File: config.mk
export PLATFORM = sky130hd
export DESIGN_NAME = hex_char_rotator_flat
export DESIGN_NICKNAME = d
export VERILOG_FILES = /design/src/rtl/hex_char_rotator_if.sv /design/src/rtl/hex_char_rotator.sv /design/src/flat_wrapper.sv
export SDC_FILE = /design/constraint.sdc
export NUM_CORES = 1
export LEC_CHECK = 0
export BUFFER_PORTS_ARGS = -buffer_cell sky130_fd_sc_hd__buf_2
export CAP_MARGIN = 40
export CORE_UTILIZATION = 51
export CTS_CLUSTER_SIZE = 16
export DETAILED_ROUTE_END_ITERATION = 7
export PLACE_DENSITY = 0.77
export SLEW_MARGIN = 40
export SYNTH_ARGS = -nofsm -noshare
export SYNTH_HDL_FRONTEND = slang
export SYNTH_SLANG_ARGS = --single-unit
File: constraint.sdc
create_clock -name CLOCK_50 -period 1.9 [get_ports CLOCK_50]
set_input_delay 0 -clock CLOCK_50 [delete_from_list [all_inputs] [get_ports CLOCK_50]]
set_output_delay 0 -clock CLOCK_50 [all_outputs]
set_load 0.02 [all_outputs]
File: src/rtl/hex_char_rotator_if.sv
// Handshake-free control/data bundle between the marquee controller and the
// character rotator. clk and reset stay as plain ports on the rotator.
interface hex_char_rotator_if #(
    parameter int NUM_DIGITS = 8,
    parameter int CHAR_W     = 3
);
    localparam int W     = NUM_DIGITS * CHAR_W;
    localparam int POS_W = $clog2(NUM_DIGITS);

    logic             run;
    logic             dir;
    logic             step;
    logic             load;
    logic [W-1:0]     load_chars;
    logic [W-1:0]     chars;
    logic [POS_W-1:0] pos;
    logic             tick;

    // controller side: drives the controls, observes the display word
    modport master (
        output run, dir, step, load, load_chars,
        input  chars, pos, tick
    );

    // rotator side
    modport slave (
        input  run, dir, step, load, load_chars,
        output chars, pos, tick
    );
endinterface

File: src/rtl/hex_char_rotator.sv
// Holds one character code per display digit and rotates the whole word one
// digit left (toward HEX7) or right, on a prescaled automatic tick or on the
// rising edge of a manual step. A parallel load overrides everything.
module hex_char_rotator #(
    parameter int          NUM_DIGITS    = 8,
    parameter int          CHAR_W        = 3,
    parameter int          TICK_DIV      = 50_000_000,
    parameter logic [23:0] RESET_PATTERN = 24'hFF8293
) (
    input  logic              CLOCK_50,
    input  logic              reset,
    hex_char_rotator_if.slave bus
);
    localparam int W     = NUM_DIGITS * CHAR_W;
    localparam int POS_W = $clog2(NUM_DIGITS);
    localparam int CNT_W = $clog2(TICK_DIV);

    localparam logic [CNT_W-1:0] CNT_LAST = CNT_W'(TICK_DIV - 1);
    localparam logic [POS_W-1:0] POS_LAST = POS_W'(NUM_DIGITS - 1);
    localparam logic [W-1:0]     RST_WORD = W'(RESET_PATTERN);

    logic [W-1:0]     chars_q, chars_d;
    logic [POS_W-1:0] pos_q,   pos_d;
    logic [CNT_W-1:0] cnt_q,   cnt_d;
    logic             tick_q,  tick_d;
    logic             step_q;

    logic at_wrap;
    logic auto_rot;
    logic man_rot;
    logic rot;
    logic [W-1:0] rot_left;
    logic [W-1:0] rot_right;

    assign at_wrap  = (cnt_q == CNT_LAST);
    assign auto_rot = bus.run & ~bus.load & at_wrap;
    assign man_rot  = bus.step & ~step_q & ~bus.load;
    // an auto and a manual trigger on the same edge still give one rotation
    assign rot      = auto_rot | man_rot;

    // left: digit k takes digit k-1, digit 0 takes the top digit
    assign rot_left  = {chars_q[W-CHAR_W-1:0], chars_q[W-1:W-CHAR_W]};
    // right: digit k takes digit k+1, the top digit takes digit 0
    assign rot_right = {chars_q[CHAR_W-1:0], chars_q[W-1:CHAR_W]};

    // next-state selection: load beats rotation, rotation beats hold
    always_comb begin
        // NOTE: every output gets a default first so no path leaves a latch
        chars_d = chars_q;
        pos_d   = pos_q;
        cnt_d   = cnt_q;
        tick_d  = 1'b0;
        if (bus.load) begin
            chars_d = bus.load_chars;
            pos_d   = '0;
            cnt_d   = '0;
        end else begin
            tick_d = auto_rot;
            if (bus.run) begin
                cnt_d = at_wrap ? '0 : cnt_q + 1'b1;
            end
            if (rot) begin
                if (bus.dir) begin
                    chars_d = rot_right;
                    pos_d   = (pos_q == '0) ? POS_LAST : pos_q - 1'b1;
                end else begin
                    chars_d = rot_left;
                    pos_d   = (pos_q == POS_LAST) ? '0 : pos_q + 1'b1;
                end
            end
        end
    end

    // state registers; reset is asynchronous and drops any rotation in progress
    always_ff @(posedge CLOCK_50 or posedge reset) begin
        if (reset) begin
            chars_q <= RST_WORD;
            pos_q   <= '0;
            cnt_q   <= '0;
            tick_q  <= 1'b0;
            step_q  <= 1'b0;
        end else begin
            // NOTE: non-blocking so every register samples pre-edge values
            chars_q <= chars_d;
            pos_q   <= pos_d;
            cnt_q   <= cnt_d;
            tick_q  <= tick_d;
            step_q  <= bus.step;
        end
    end

    assign bus.chars = chars_q;
    assign bus.pos   = pos_q;
    assign bus.tick  = tick_q;
endmodule

File: src/flat_wrapper.sv
// flat-port wrapper written by rule: the top's interface ports become plain ports
module hex_char_rotator_flat 
#(
    parameter int          NUM_DIGITS    = 8,
    parameter int          CHAR_W        = 3,
    parameter int          TICK_DIV      = 50_000_000,
    parameter logic [23:0] RESET_PATTERN = 24'hFF8293
)
  (CLOCK_50, reset, bus_run, bus_dir, bus_step, bus_load, bus_load_chars, bus_chars, bus_pos, bus_tick);
  hex_char_rotator_if #(.NUM_DIGITS(NUM_DIGITS), .CHAR_W(CHAR_W)) bus_i ();
  input  logic CLOCK_50;
  input  logic reset;
  input wire logic [$bits(bus_i.run)-1:0] bus_run;
  input wire logic [$bits(bus_i.dir)-1:0] bus_dir;
  input wire logic [$bits(bus_i.step)-1:0] bus_step;
  input wire logic [$bits(bus_i.load)-1:0] bus_load;
  input wire logic [$bits(bus_i.load_chars)-1:0] bus_load_chars;
  output wire logic [$bits(bus_i.chars)-1:0] bus_chars;
  output wire logic [$bits(bus_i.pos)-1:0] bus_pos;
  output wire logic [$bits(bus_i.tick)-1:0] bus_tick;
  assign bus_i.run = bus_run;
  assign bus_i.dir = bus_dir;
  assign bus_i.step = bus_step;
  assign bus_i.load = bus_load;
  assign bus_i.load_chars = bus_load_chars;
  assign bus_chars = bus_i.chars;
  assign bus_pos = bus_i.pos;
  assign bus_tick = bus_i.tick;
  hex_char_rotator #(.NUM_DIGITS(NUM_DIGITS), .CHAR_W(CHAR_W), .TICK_DIV(TICK_DIV), .RESET_PATTERN(RESET_PATTERN)) u_core (.CLOCK_50(CLOCK_50), .reset(reset), .bus(bus_i));
endmodule
* Word level (Yosys, flattened, before mapping)
Cells that the tools add are included.
** Storage, ports and cells
- Flip-flop bits (word level) :: 55
- Input bits :: 30
- Output and inout port bits :: 28
- Logic and storage cells :: 32
** Cells by class
- Add/sub/neg operators :: 3
- Equal/unequal tests :: 2
- Muxes and demuxes :: 12
- Bitwise logic cells :: 7
- Reductions and logical operators :: 3
** Operators by type and width (number)
- two-way mux 26 bit :: 3
- two-way mux 24 bit :: 3
- adder 26 x 1 -> 26 bit (second input constant) :: 1
- equality test 26 bit (second input constant) :: 1
- two-way mux 3 bit :: 5
- AND 1 bit :: 4
- nonzero test 2 bit :: 2
- adder 3 x 1 -> 3 bit (second input constant) :: 1
- equality test 3 bit (second input constant) :: 1
- logical NOT 3 bit :: 1
- subtractor 3 x 1 -> 3 bit (second input constant) :: 1
- inverter 1 bit :: 2
- two-way mux 1 bit :: 1
- bitwise OR 1 bit :: 1

* Depth between registers and ports, before layout
- Depth after elaboration :: 6
- Mapped depth :: 9
- Gate-level depth less buffers :: 6

* Worst setup path before layout
Ideal clock, no wire load.
- Path type :: flip-flop to flip-flop
- Start point :: reg u_core.cnt_q[0]
- End point :: reg u_core.chars_q[5] (netlist: u_core.bus.chars[5])
- Setup time :: 0.138 ns
- Arrival time :: 1.789 ns
- Data required time :: 1.762 ns
- Path slack :: -0.028 ns
- Cell stages (with the launch flop) :: 8
- Path buffers :: 1
- Clock period less this slack :: 1.928 ns
- Path through :: dfrtp_1 ha_1 nand3_2 nor4_4 a31oi_4 buf_2 a211oi_1 o31ai_1
** On the way
- Longest elaborated chain between the ends :: 4
** RTL lines
- from (decl) :: line hex_char_rotator.sv:24 : logic [CNT_W-1:0] cnt_q, cnt_d;
- from (signal assigned) :: line hex_char_rotator.sv:86 : cnt_q <= cnt_d;
- equality test 26 bit :: line hex_char_rotator.sv:35 : assign at_wrap = (cnt_q == CNT_LAST);
- AND 1 bit :: line hex_char_rotator.sv:36 : assign auto_rot = bus.run & ~bus.load & at_wrap;
- bitwise OR 1 bit :: line hex_char_rotator.sv:39 : assign rot = auto_rot | man_rot;
- nonzero test 2 bit (no source line)
- to (signal assigned) :: line hex_char_rotator.sv:84 : chars_q <= chars_d;
- to (decl) :: line hex_char_rotator.sv:22 : logic [W-1:0] chars_q, chars_d;
No other way between the ends.
A chain may end at the register's enable or synchronous reset.

* Worst setup path after layout
- Start point :: reg u_core.cnt_q[1]
- End point :: reg u_core.chars_q[19] (netlist: u_core.bus.chars[19])
Same word-level chain as after synthesis.

==> flow_metrics.env <==
export IMPL_placedCellCount=512
export IMPL_nNetsFinal=513
export IMPL_synthesis_yosys_warnings=0
export IMPL_hold_class="input port to flip-flop"
export IMPL_synthesized_netlist_cell_count=362
export IMPL_critical_path_reg2reg_startpoint="u_core.cnt_q[1]$_DFFE_PP0P_"
export IMPL_postRouteAntennaNets=0
export IMPL_synthAdderAreaFrac_pct=1.91
export IMPL_critical_path_buf_inv_count=2
export IMPL_yosys_area_top_type_share_pct=31.3
export IMPL_totalPowerFinal_w=0.00259
export IMPL_seq_power_share_pct=51.9
export IMPL_critPathMaxStageDelay_ns=0.40
export IMPL_pwr_density_cell_nw_per_um2=584
export IMPL_fmaxAchievable_ghz=0.527
export IMPL_standard_cell_rows=28
export IMPL_drc_errors=0
export IMPL_cellLeakagePower_nw=2.03
export IMPL_whs_path_depth=2
export IMPL_coreArea_um2=6060
export IMPL_finish_cell_count_without_fillers=554
export IMPL_die_w_um=82.1
export IMPL_yosys_cell_types_count=50
export IMPL_critical_path_maximum_fanout=27
export IMPL_final_setup_worst_slack_ns=0.000940
export IMPL_wire_length_of_the_first_global_routing_pass_um=14400
export IMPL_share_of_synthesized_area_spent_on_multiplexers_pct=0.612
export IMPL_numClockSinks=55
export IMPL_cts_made_buffers=5
export IMPL_clock_tree_buffer_depth=2
export IMPL_timing_critical_path_cells="ha_4 -> nand3_4 -> nor4_4 -> buf_4 -> a31oi_4 -> buf_12 -> a211oi_1 -> o31ai_1"
export IMPL_layout_common_cells="buf_2, nand2_1, buf_4"
export IMPL_seq_area_um2=1390
export IMPL_ctsRootBufferMaster="clkbuf_8"
export IMPL_worstPathRequired_ns=2.12
export IMPL_initial_core_util_pct=54.0
export IMPL_worst_setup_hold_path_clk_slew_ns=0.10
export IMPL_critical_path_top_delay_family="compound AO/OA/AOI/OAI gates"
export IMPL_final_period_utilization_pct=100
export IMPL_run_status="finished clean"
export IMPL_areaGrowthSynthToFinish_pct=35.4
export IMPL_final_period_minus_worst_setup_slack_ns=1.90
export IMPL_min_to="u_core.cnt_q[18]$_DFFE_PP0P_"
export IMPL_pin_count=58
export IMPL_antenna_cells=0
export IMPL_via_count=3327
export IMPL_hold_viol_final=0
export IMPL_hpwl_um=6140
export IMPL_ys_async_sr_fraction_pct=100
export IMPL_finalWeightedCongestion=0.892
export IMPL_grt_setup_unrepaired="yes"
export IMPL_layout_filler_cells=439
export IMPL_grt_max_degree=55
export IMPL_footprint_of_the_multi_input_gates_um2=1840
export IMPL_route_detailed_wl_per_inst_um=17.0
export IMPL_setup_viol=0
export IMPL_synth_flop_cell="dfrtp_1"
export IMPL_dpl_worst_slack_ns=-0.163
export IMPL_max_cap_viol_count=0
export IMPL_clock_skew_ns=0.0138
export IMPL_antenna_found_initial=0
export IMPL_setup_worst_path_start_class="flip-flop"
export IMPL_compound_gate_portion_of_the_synthesized_area_pct=24.3
export IMPL_share_comb_of_total_power_pct=22.4
export IMPL_irDropWorstVdd_mv=0.449
export IMPL_critical_path_arrival_ns=2.12
export IMPL_slew_margin_rel_pct=62.6
export IMPL_r2r_worst_path_cells=8
export IMPL_worst_pin_slew_ns=0.562
export IMPL_netlist_top_cells_area="dfrtp_1, dfstp_2, nand2_1, a211oi_1, o31ai_1"
export IMPL_layout_cells_most_common="buf_2"
export IMPL_crit_slowest_cell="dfrtp_1"
export IMPL_detail_route_vias_per_cell=6.01
export IMPL_min_delay_start="bus_run"
export IMPL_wirelength_um=9440
export IMPL_synth_enable_flop_cells=0
export IMPL_critical_path_reg2reg_endpoint="u_core.bus.chars[19]$_DFFE_PP1P_"
export IMPL_synth_avg_cell_area_um2=9.04
export IMPL_cp_end_kind="flip-flop"
export IMPL_yosysTopAreaCell="dfrtp_1"
export IMPL_cts_htree_levels=2
export IMPL_worstSkewPairLatency_ns=0.32
export IMPL_drive_gt1_share_pct=33.6
export IMPL_io_buffer_count=57
export IMPL_final_layout_setup_total_negative_slack_ns=0
export IMPL_largest_family_of_logic_cells_by_synthesized_area="simple AND/OR/NAND/NOR gates"
export IMPL_p_int_w=0.00177
export IMPL_yosys_register_bits=55
export IMPL_power_share_clock_pct=25.7
export IMPL_synth_simple_gate_area_share_pct=25.0
export IMPL_synthXorXnorAreaFrac_pct=0.803
export IMPL_grt_overflow=0
export IMPL_syn_num_nets=397
export IMPL_path_class="flip-flop to flip-flop"
export IMPL_die_area_um2=6740
export IMPL_global_route_usage_total_pct=28.3
export IMPL_sw_power_w=0.000819
export IMPL_seq_area_frac_synth_pct=42.6
export IMPL_slew_violations=0
export IMPL_via_count_of_the_first_global_routing_pass=3098
export IMPL_tritoncts_clock_tree="yes"
export IMPL_dieHeight_um=82.1
export IMPL_initialDrtViolationCount=225
export IMPL_r2r_setup_slack_ns=0.0009
export IMPL_switching_share_of_power_pct=31.6
export IMPL_detailedRoute_firstPassIterationCount=5
export IMPL_synth_cell_area_um2=3270
## power groups by stage
stage | combinational [W] | clock [W] | sequential [W]
finish | 0.000580 | 0.000665 | 0.00134
global route | 0.000630 | 0.000712 | 0.00135
CTS | 0.000548 | 0.000679 | 0.00134
detailed placement | 0.000502 | 0 | 0.00136
global placement | 0.000486 | 0 | 0.00136
floorplan | 0.000262 | 0 | 0.00141
## logic make-up after synthesis
logic type / Yosys count
flops: 55
fa+ha+maj: 5
buf+inv: 32
simple gates: 160
mux: 2
xor+xnor: 3
compound gates: 105
## worst register-to-register path, delay by kind of cell, from the launching register on
family / cells / cell delay (ns)
and+or+nand+nor: 2 / 0.36
adders and majority gates: 1 / 0.16
buffers and inverters: 2 / 0.38
AOI/OAI and AO/OA: 3 / 0.51
DFF: 1 / 0.40
## Yosys cell counts, types with 9 or more instances
cell type,number
a211oi_1,23
a21oi_1,9
a31oi_1,16
and2_1,11
clkbuf_1,12
dfrtp_1,41
dfstp_2,14
inv_1,9
nand2_1,47
nand3_1,16
nor2_1,38
nor2b_1,15
o31ai_1,22
## area by class of cell
| type | count | area share, % |
|---|---|---|
| clock inverter | 3 | 0.395 |
| clock buffer | 5 | 1.55 |
| tap | 75 | 2.12 |
| multi-input combinational | 275 | 41.4 |
| inverter | 9 | 0.762 |
| timing repair buffer | 132 | 22.3 |
| sequential | 55 | 31.4 |
## worst max path at each step
stage / from / to / slack, ns / depth (start not counted)
finish: u_core.cnt_q[1]$_DFFE_PP0P_ / u_core.bus.chars[19]$_DFFE_PP1P_ / 0.0009 / 8
global route: u_core.cnt_q[0]$_DFFE_PP0P_ / u_core.bus.chars[18]$_DFFE_PP1P_ / -0.05 / 8
CTS: u_core.cnt_q[1]$_DFFE_PP0P_ / u_core.bus.chars[7]$_DFFE_PP1P_ / 0.01 / 8
detailed placement: u_core.cnt_q[20]$_DFFE_PP0P_ / u_core.cnt_q[25]$_DFFE_PP0P_ / -0.16 / 6
global placement: u_core.cnt_q[9]$_DFFE_PP0P_ / u_core.cnt_q[3]$_DFFE_PP0P_ / -0.07 / 6
floorplan: u_core.cnt_q[1]$_DFFE_PP0P_ / u_core.bus.chars[5]$_DFFE_PP0P_ / 0.007 / 7
## sequential cells by signal (all words and copies together) (netlist names)
signal	flops
u_core.bus.pos	3
u_core.cnt_q	26
u_core.bus.chars	24
u_core.step_q	1
u_core.bus.tick	1
## layer usage
layer  vias up  share of wire (%)  routed length [µm]  global-route usage [%]
met5         -                  0                   0                       0
met4         0                2.8                 264                    13.2
met3        24                5.8                 547                    4.51
met2       125                 51                4800                    50.2
met1      1614                 41                3830                    33.2
li1       1564                  -                   -                       -
## metrics by stage
stage | instance area (µm²) | hold slack (ns) | utilization [%]
finish | 4430 | 0.0827 | 73.1
global placement | 3890 | 0.0556 | 64.3
global route | 4430 | 0.0854 | 73.1
floorplan | 3310 | 0.0314 | -
CTS | 4280 | 0.0619 | 70.6
detailed placement | 3890 | 0.0639 | 64.3
## what timing repair did
item	CTS	global route
hold endpoints to repair	40	0
cloned	0	2
pin swaps	1	2
setup endpoints to repair	42	30
hold buffers	27	0
gates resized for setup	5	15
setup buffers	1	4
Note: power is estimated with default switching activity, not from simulation.
